**src/rtl/sc_backg_sequencer_if.sv**
```systemverilog
// Control bundle between the game FSM, the background sequencer and the
// background-type row register. Signal names match the original flat ports.
interface sc_backg_sequencer_if;
    logic       SC_BACKGSEQ_start_InLow;
    logic       SC_BACKGSEQ_levelup_InLow;
    logic       SC_BACKGSEQ_pause_InLow;
    logic       SC_BACKGSEQ_clear_OutLow;
    logic       SC_BACKGSEQ_load_OutLow;
    logic [1:0] SC_BACKGSEQ_shiftselection_Out;
    logic [2:0] SC_BACKGSEQ_transitioncounter_OutBUS;
    logic       SC_BACKGSEQ_run_Out;

    // Game-FSM side: issues start / level-up / pause, observes register controls.
    modport master (
        output SC_BACKGSEQ_start_InLow,
        output SC_BACKGSEQ_levelup_InLow,
        output SC_BACKGSEQ_pause_InLow,
        input  SC_BACKGSEQ_clear_OutLow,
        input  SC_BACKGSEQ_load_OutLow,
        input  SC_BACKGSEQ_shiftselection_Out,
        input  SC_BACKGSEQ_transitioncounter_OutBUS,
        input  SC_BACKGSEQ_run_Out
    );

    // Sequencer side.
    modport slave (
        input  SC_BACKGSEQ_start_InLow,
        input  SC_BACKGSEQ_levelup_InLow,
        input  SC_BACKGSEQ_pause_InLow,
        output SC_BACKGSEQ_clear_OutLow,
        output SC_BACKGSEQ_load_OutLow,
        output SC_BACKGSEQ_shiftselection_Out,
        output SC_BACKGSEQ_transitioncounter_OutBUS,
        output SC_BACKGSEQ_run_Out
    );
endinterface

```
**src/rtl/sc_backg_sequencer.sv**
```systemverilog
// Background-type register sequencer: drives clear/load/shift of the row
// register, owns the level counter and paces scrolling with a prescaler
// whose period halves on every level.
module sc_backg_sequencer #(
    parameter int unsigned                PRESCALER_WIDTH = 24,
    parameter logic [PRESCALER_WIDTH-1:0] BASE_PERIOD     = 24'd12_500_000,
    parameter logic [1:0]                 SHIFT_DIR       = 2'b01,
    parameter logic [2:0]                 MAX_LEVEL       = 3'd3
) (
    input logic                 SC_BACKGSEQ_CLOCK_50,
    input logic                 SC_BACKGSEQ_RESET_InHigh,
    sc_backg_sequencer_if.slave bus
);

    typedef enum logic [2:0] {
        ST_IDLE,
        ST_CLEAR,
        ST_LOAD,
        ST_RUN,
        ST_NEXT,
        ST_DONE
    } state_t;

    state_t                     state_q, state_d;
    logic                       clear_n_q, clear_n_d;
    logic                       load_n_q, load_n_d;
    logic [1:0]                 shift_q, shift_d;
    logic [2:0]                 level_q, level_d;
    logic                       run_q, run_d;
    logic [PRESCALER_WIDTH-1:0] presc_q, presc_d;
    logic                       lvl_hist_q, lvl_hist_d;

    logic [PRESCALER_WIDTH-1:0] period_m1;
    logic                       levelup_edge;

    // Terminal prescaler count for the current level and level-up 1->0 event.
    always_comb begin
        period_m1    = (BASE_PERIOD >> level_q) - PRESCALER_WIDTH'(1);
        levelup_edge = lvl_hist_q & ~bus.SC_BACKGSEQ_levelup_InLow;
    end

    // Next-state and next-output logic; every output is registered, so each
    // branch computes the control values belonging to the state being entered.
    always_comb begin
        state_d    = state_q;
        clear_n_d  = 1'b1;
        load_n_d   = 1'b1;
        shift_d    = '0;
        level_d    = level_q;
        run_d      = 1'b0;
        presc_d    = presc_q;
        lvl_hist_d = bus.SC_BACKGSEQ_levelup_InLow;

        case (state_q)
            ST_IDLE, ST_DONE: begin
                if (!bus.SC_BACKGSEQ_start_InLow) begin
                    state_d   = ST_CLEAR;
                    clear_n_d = 1'b0;
                    level_d   = '0;
                end
            end
            ST_CLEAR: begin
                state_d  = ST_LOAD;
                load_n_d = 1'b0;
            end
            ST_LOAD: begin
                state_d = ST_RUN;
                run_d   = 1'b1;
                presc_d = '0;
            end
            ST_RUN: begin
                // Restart beats level-up, level-up beats a due tick (tick dropped).
                if (!bus.SC_BACKGSEQ_start_InLow) begin
                    state_d   = ST_CLEAR;
                    clear_n_d = 1'b0;
                    level_d   = '0;
                end else if (levelup_edge) begin
                    state_d = (level_q < MAX_LEVEL) ? ST_NEXT : ST_DONE;
                end else begin
                    run_d = 1'b1;
                    if (bus.SC_BACKGSEQ_pause_InLow) begin
                        if (presc_q == period_m1) begin
                            shift_d = SHIFT_DIR;
                            presc_d = '0;
                        end else begin
                            presc_d = presc_q + PRESCALER_WIDTH'(1);
                        end
                    end
                end
            end
            ST_NEXT: begin
                state_d  = ST_LOAD;
                load_n_d = 1'b0;
                level_d  = level_q + 3'd1;
            end
            default: begin
                state_d = ST_IDLE;
            end
        endcase
    end

    // State, output and counter registers with asynchronous reset.
    always_ff @(posedge SC_BACKGSEQ_CLOCK_50 or posedge SC_BACKGSEQ_RESET_InHigh) begin
        if (SC_BACKGSEQ_RESET_InHigh) begin
            state_q    <= ST_IDLE;
            clear_n_q  <= 1'b1;
            load_n_q   <= 1'b1;
            shift_q    <= '0;
            level_q    <= '0;
            run_q      <= 1'b0;
            presc_q    <= '0;
            lvl_hist_q <= 1'b1;
        end else begin
            state_q    <= state_d;
            clear_n_q  <= clear_n_d;
            load_n_q   <= load_n_d;
            shift_q    <= shift_d;
            level_q    <= level_d;
            run_q      <= run_d;
            presc_q    <= presc_d;
            lvl_hist_q <= lvl_hist_d;
        end
    end

    assign bus.SC_BACKGSEQ_clear_OutLow             = clear_n_q;
    assign bus.SC_BACKGSEQ_load_OutLow              = load_n_q;
    assign bus.SC_BACKGSEQ_shiftselection_Out       = shift_q;
    assign bus.SC_BACKGSEQ_transitioncounter_OutBUS = level_q;
    assign bus.SC_BACKGSEQ_run_Out                  = run_q;

endmodule
```
**src/flat_wrapper.sv**
```systemverilog
// flat-port wrapper written by rule: the top's interface ports become plain ports
module sc_backg_sequencer_flat 
#(
    parameter int unsigned                PRESCALER_WIDTH = 24,
    parameter logic [PRESCALER_WIDTH-1:0] BASE_PERIOD     = 24'd12_500_000,
    parameter logic [1:0]                 SHIFT_DIR       = 2'b01,
    parameter logic [2:0]                 MAX_LEVEL       = 3'd3
)
  (SC_BACKGSEQ_CLOCK_50, SC_BACKGSEQ_RESET_InHigh, bus_SC_BACKGSEQ_start_InLow, bus_SC_BACKGSEQ_levelup_InLow, bus_SC_BACKGSEQ_pause_InLow, bus_SC_BACKGSEQ_clear_OutLow, bus_SC_BACKGSEQ_load_OutLow, bus_SC_BACKGSEQ_shiftselection_Out, bus_SC_BACKGSEQ_transitioncounter_OutBUS, bus_SC_BACKGSEQ_run_Out);
  sc_backg_sequencer_if bus_i ();
  input logic SC_BACKGSEQ_CLOCK_50;
  input logic SC_BACKGSEQ_RESET_InHigh;
  input wire logic [$bits(bus_i.SC_BACKGSEQ_start_InLow)-1:0] bus_SC_BACKGSEQ_start_InLow;
  input wire logic [$bits(bus_i.SC_BACKGSEQ_levelup_InLow)-1:0] bus_SC_BACKGSEQ_levelup_InLow;
  input wire logic [$bits(bus_i.SC_BACKGSEQ_pause_InLow)-1:0] bus_SC_BACKGSEQ_pause_InLow;
  output wire logic [$bits(bus_i.SC_BACKGSEQ_clear_OutLow)-1:0] bus_SC_BACKGSEQ_clear_OutLow;
  output wire logic [$bits(bus_i.SC_BACKGSEQ_load_OutLow)-1:0] bus_SC_BACKGSEQ_load_OutLow;
  output wire logic [$bits(bus_i.SC_BACKGSEQ_shiftselection_Out)-1:0] bus_SC_BACKGSEQ_shiftselection_Out;
  output wire logic [$bits(bus_i.SC_BACKGSEQ_transitioncounter_OutBUS)-1:0] bus_SC_BACKGSEQ_transitioncounter_OutBUS;
  output wire logic [$bits(bus_i.SC_BACKGSEQ_run_Out)-1:0] bus_SC_BACKGSEQ_run_Out;
  assign bus_i.SC_BACKGSEQ_start_InLow = bus_SC_BACKGSEQ_start_InLow;
  assign bus_i.SC_BACKGSEQ_levelup_InLow = bus_SC_BACKGSEQ_levelup_InLow;
  assign bus_i.SC_BACKGSEQ_pause_InLow = bus_SC_BACKGSEQ_pause_InLow;
  assign bus_SC_BACKGSEQ_clear_OutLow = bus_i.SC_BACKGSEQ_clear_OutLow;
  assign bus_SC_BACKGSEQ_load_OutLow = bus_i.SC_BACKGSEQ_load_OutLow;
  assign bus_SC_BACKGSEQ_shiftselection_Out = bus_i.SC_BACKGSEQ_shiftselection_Out;
  assign bus_SC_BACKGSEQ_transitioncounter_OutBUS = bus_i.SC_BACKGSEQ_transitioncounter_OutBUS;
  assign bus_SC_BACKGSEQ_run_Out = bus_i.SC_BACKGSEQ_run_Out;
  sc_backg_sequencer #(.PRESCALER_WIDTH(PRESCALER_WIDTH), .BASE_PERIOD(BASE_PERIOD), .SHIFT_DIR(SHIFT_DIR), .MAX_LEVEL(MAX_LEVEL)) u_core (.SC_BACKGSEQ_CLOCK_50(SC_BACKGSEQ_CLOCK_50), .SC_BACKGSEQ_RESET_InHigh(SC_BACKGSEQ_RESET_InHigh), .bus(bus_i));
endmodule
```
**config.mk**
```make
export PLATFORM = sky130hd
export DESIGN_NAME = sc_backg_sequencer_flat
export DESIGN_NICKNAME = d
export VERILOG_FILES = /design/src/rtl/sc_backg_sequencer_if.sv /design/src/rtl/sc_backg_sequencer.sv /design/src/flat_wrapper.sv
export SDC_FILE = /design/constraint.sdc
export NUM_CORES = 1
export LEC_CHECK = 0
export BUFFER_PORTS_ARGS = -buffer_cell sky130_fd_sc_hd__buf_2
export CAP_MARGIN = 20
export CORE_MARGIN = 2
export CORE_UTILIZATION = 50
export DETAILED_ROUTE_END_ITERATION = 6
export GPL_ROUTABILITY_DRIVEN = 0
export PLACE_DENSITY_LB_ADDON = 0.12
export SLEW_MARGIN = 20
export SYNTH_ARGS = -nofsm -noshare
export SYNTH_HDL_FRONTEND = slang
export SYNTH_SLANG_ARGS = --single-unit
```
**constraint.sdc**
```tcl
create_clock -name SC_BACKGSEQ_CLOCK_50 -period 7 [get_ports SC_BACKGSEQ_CLOCK_50]
set_input_delay 1.4 -clock SC_BACKGSEQ_CLOCK_50 [delete_from_list [all_inputs] [get_ports SC_BACKGSEQ_CLOCK_50]]
set_output_delay 1.4 -clock SC_BACKGSEQ_CLOCK_50 [all_outputs]
set_load 0.02 [all_outputs]
```
Yosys cells after proc, flatten, opt, wreduce, memory -nomap -nowiden --
Cells that the tools add are included.
Operators by class: add/sub/neg operators 3, $lt $le $gt $ge 1, eq/ne operators 12, shift-type cells 1, mux-type cells 23, bitwise gates (word level) 2, reductions and logical operators 9
Operators with widths (number):
- two-way mux 24 bit | 4
- one-hot mux 24 bit (2 select lines) | 1
- adder 24 x 1 -> 24 bit (second input constant) | 1
- == test 24 bit | 1
- >> shifter 24 x 3 -> 24 bit (first input constant) | 1
- subtractor 24 x 1 -> 24 bit (second input constant) | 1
- two-way mux 3 bit | 4
- one-hot mux 3 bit (4 select lines) | 1
- != test 2 bit (second input constant) | 5
- two-way mux 2 bit | 4
- two-way mux 1 bit | 7
- == test 3 x 2 -> 1 bit (second input constant) | 2
- == test 3 bit (second input constant) | 2
- one-hot mux 3 bit (2 select lines) | 1
- AND reduction 2 bit | 2
- AND reduction 4 bit | 1
- nonzero test 2 bit | 2
- OR reduction 2 bit | 2
- adder 3 x 1 -> 3 bit (second input constant) | 1
- == test 3 x 1 -> 1 bit (second input constant) | 1
- zero test 3 bit | 1
- less-than comparator 3 x 2 -> 1 bit (second input constant) | 1
- != test 3 x 2 -> 1 bit (second input constant) | 1
- OR reduction 3 bit | 1
- other kinds (3) | 3
Storage, ports and cells: flip-flop bits (word level) 36, bits of input ports 5, output and inout port bits 8, word-level logic and storage cells 59

Logic depth before layout (Yosys ltp) --
word-level depth 8, mapped depth 15, gate-level depth less buffers 12

Worst setup path before layout --
OpenSTA, ideal clock, no wires.
path type register -> register, start point register u_core.level_q[0] (netlist: u_core.bus.SC_BACKGSEQ_transitioncounter_OutBUS[0]), end point register u_core.presc_q[20], library setup time 104 ps, data arrival time 3376 ps, data required time 6896 ps, setup slack 3520 ps, stages on the path, launching flop included 14, buffers on the path 3, cells stage by stage dfrtp_1 -> inv_1 -> ha_1 -> buf_2 -> or3_1 -> a211oi_2 -> nand2_1 -> or4_4 -> xnor2_4 -> a31oi_4 -> nand2b_2 -> buf_6 -> buf_6 -> o311ai_1
On the way: cells in the longest elaborated chain, start to end 8
RTL lines:
- start: declaration | RTL line sc_backg_sequencer.sv:28 | logic [2:0] level_q, level_d;
- start signal: assignment | RTL line sc_backg_sequencer.sv:118 | level_q <= level_d;
- >> shifter 24 x 3 -> 24 bit | RTL line sc_backg_sequencer.sv:38 | period_m1 = (BASE_PERIOD >> level_q) - PRESCALER_WIDTH'(1);
- subtractor 24 x 1 -> 24 bit | RTL line sc_backg_sequencer.sv:38
- == test 24 bit | RTL line sc_backg_sequencer.sv:82 | if (presc_q == period_m1) begin
- two-way mux 24 bit | RTL line sc_backg_sequencer.sv:82
- two-way mux 24 bit | RTL line sc_backg_sequencer.sv:81 | if (bus.SC_BACKGSEQ_pause_InLow) begin
- two-way mux 24 bit | RTL line sc_backg_sequencer.sv:77 | end else if (levelup_edge) begin
- two-way mux 24 bit | RTL line sc_backg_sequencer.sv:73 | if (!bus.SC_BACKGSEQ_start_InLow) begin
- one-hot mux 24 bit (2 select lines) | RTL line sc_backg_sequencer.sv:54 | case (state_q)
- end signal: assignment | RTL line sc_backg_sequencer.sv:120 | presc_q <= presc_d;
- end: declaration | RTL line sc_backg_sequencer.sv:30 | logic [PRESCALER_WIDTH-1:0] presc_q, presc_d;
No other way between the ends. The select of a mux whose other input is x is not followed. A chain may end at the register's enable or synchronous reset.

Final worst setup path --
start point register u_core.level_q[0] (netlist: u_core.bus.SC_BACKGSEQ_transitioncounter_OutBUS[0]), end point register u_core.presc_q[17]
Same word-level chain as after synthesis.

==> results.md <==
- Status: completed
- CP bufs+invs: 1
- Clock transition at path regs: 90 ps
- Final setup vio count: 0
- Worst VDD drop: 0.234 mV
- Initial DRC count: 258
- Fill cell count: 485
- CP cell instances: inv_1 -> ha_1 -> or3_1 -> a211oi_2 -> nand2_1 -> or4_4 -> xnor2_4 -> a31oi_4 -> nand2b_2 -> o311ai_0
- Pin count of the biggest net entering global routing: 36
- Max Clock Freq: 0.235 GHz
- Clock Latency Late Sink: 300 ps
- Yosys warning count: 0
- Cell type with the highest aggregate area in the netlist: dfrtp_1
- Grt total ovfl: 0
- Sequential area share after synthesis: 0.322
- Cell family with most CP delay: simple AND/OR/NAND/NOR gates
- Syn_nets: 340
- Number of CTS-inserted buffers: 5
- MaxCap Viol Count: 0
- Vias per std cell: 6.09
- Fin util: 0.557
- Largest cells by area after synthesis: dfrtp_1, nand2_1, ha_1
- Mapped Area: 0.00273 mm^2
- Die ar.: 0.00607 mm^2
- Synth unique cells: 62
- Slowest CP cell: a31oi_4
- Rel. slew slack: 0.525
- Core footprint: 0.00520 mm^2
- R2R Setup Slk: 2750 ps
- Final hold violation count: 0
- FF-to-FF path depth: 10
- Longest Clk Path Bufs: 2
- CTS resizes: 0
- Row Count: 26
- Initial Util: 0.525
- Syn_area_per_cell: 8.46 um^2
- Setup Buffers After CTS: 0
- Ys flop type: dfrtp_1
- Synth Instances: 323
- Max-slew violations: 0
- Count leader, synth: nand2_1
- Routed Antenna Nets: 0
- P_leak: 1.13 nW
- R2r endpoint: u_core.presc_q[17]
- CP Capture Point: u_core.presc_q[17]
- Gr usage total: 0.236
- Worst Hold Class: register to register
- Final Skew: 13.7 ps
- Crit start category: register
- Via Count: 2386
- Pwr Density: 356 mW/mm^2
- EDFF count, synth: 0
- Synth top area share: 0.293
- First-pass GRT wire length: 11400 um
- Residual DRC count: 0
- Layout Area Growth over Synthesis: 6.18%
- RSZ-0062 raised after global routing: false
- Crit. End Element: register
- Detailed Route WL: 6740 um
- Layout cells sized above 1: 0.115
- CP arrival: 4420 ps
- IO Count: 13
- Final period utilization: 0.607
- Final HPWL DP: 4800 um
- # hold bufs at CTS: 0
- CTS tree: built
- Detailed-route wire length per cell: 17.2 um
- Min Tclk post-route: 4250 ps
- Detailed Routing Iterations Pass 1: 5
- Worst slew pin tran: 712 ps
- Buffers on Ports: 11
- Total chip power: 0.00103 W
- Synth top cells by count: nand2_1, dfrtp_1, nand3_1
- Critical path class: register to register
- Antenna Diode Count: 0
- Hold slack final: 600 ps
- Number of synthesized register bits: 35
- Die X: 77.9 um
- Total clock sinks: 35
- Worst-path fanout max: 25
- Die height: 77.9 um
- Layout Nets: 338
- WP data required: 7170 ps
- WP depth: 10
- Vias in the first global route: 2240
- Async SR Flop Fraction: 1.00
- # H-tree levels: 2
- Crit path largest cell delay: 580 ps
- Clk root buf: clkbuf_8
- Initial antenna violation count: 0
- Setup TNS: 0 ps
[layout by cell type (no fill, tap or decap), types with 3 or more instances in the layout]
master    synthesis  layout
ha_1             12      12
buf_4             1       3
o311ai_0          8       8
clkbuf_8          0       6
nand2b_1          5       5
nand3_1          27      27
nand2_1          47      47
o211ai_1          6       6
nor2_1           11      11
o22ai_1           5       5
dfrtp_1          32      32
or3_1             6       6
buf_2             7      11
nand4_1           6       6
dfstp_2           3       3
and3_1            5       5
xnor2_1          13      13
a21o_1            3       3
inv_1            15      15
nor4bb_1          6       6
a21oi_1          10      10
nor3_1            7       7
a22o_1            3       3
a31oi_1           3       3
o21ai_0          16      16
xor2_1            6       6
[worst reg2reg max path: cells and delay by family (launching register included)]
family	cells	cell delay, ps
AND/OR/NAND/NOR	4	1420
AO/OA/AOI/OAI	3	1290
flip-flops	1	570
adder cells (fa/ha/maj)	1	400
buffers and inverters	1	270
XOR/XNOR	1	180
[cell families after synthesis]
kind of cell,Yosys count,synth area share
AOI/OAI and AO/OA,75,0.198
xor gates and xnor gates,21,0.0792
DFF,35,0.322
muxes,5,0.0197
other,1,0.00137
buffers and inverters,38,0.0623
adders and majority gates,12,0.0549
and+or+nand+nor,136,0.262
[registers in the layout, summed over array words and instances (netlist names)]
signal,cells
u_core.lvl_hist_q,1
u_core.presc_q,24
u_core.bus.SC_BACKGSEQ_load_OutLow,1
u_core.bus.SC_BACKGSEQ_shiftselection_Out,1
u_core.state_q,3
u_core.bus.SC_BACKGSEQ_clear_OutLow,1
u_core.bus.SC_BACKGSEQ_run_Out,1
u_core.bus.SC_BACKGSEQ_transitioncounter_OutBUS,3
[metrics by stage]
stage          cells  cell area [um^2]  setup WS (ps)
3_5_place_dp     384              2780           2780
3_3_place_gp     384              2780           2940
4_1_cts          392              2900           2750
6_report         392              2900           2750
2_1_floorplan    323              2730           3520
5_1_grt          392              2900           2470
[worst min path at each step]
stage,from,end,depth (start not counted)
2_1_floorplan,u_core.presc_q[0],u_core.presc_q[0],1
3_3_place_gp,u_core.presc_q[1],u_core.presc_q[1],2
3_5_place_dp,u_core.presc_q[1],u_core.presc_q[1],2
4_1_cts,u_core.presc_q[1],u_core.presc_q[1],2
5_1_grt,u_core.presc_q[1],u_core.presc_q[1],2
6_report,u_core.presc_q[1],u_core.presc_q[1],2
[report_power, final]
group	switching (W)	leakage [nW]	internal [W]
logic	0.000241	0.633	0.000182
registers	0.000139	0.436	0.000275
clock network	0.0000811	0.0612	0.000115
total	0.000461	1.13	0.000572
[metal layers]
layer	wire length (um)	part of all wire	GRT usage
met5	0	0	0
met4	178	0.026	0.0807
met3	346	0.051	0.0477
met2	3030	0.45	0.351
met1	3190	0.47	0.341
[final cells by class]
class                      instances  area, um^2  area share
multi-input combinational        250        1680       0.580
tap                               70        87.6      0.0302
inverter                          15        56.3      0.0194
clock buffer                       6        82.6      0.0285
clock inverter                     2        35.0      0.0121
timing repair buffer              14        77.6      0.0267
sequential                        35         880       0.303
(Power assumes the default switching activity.)
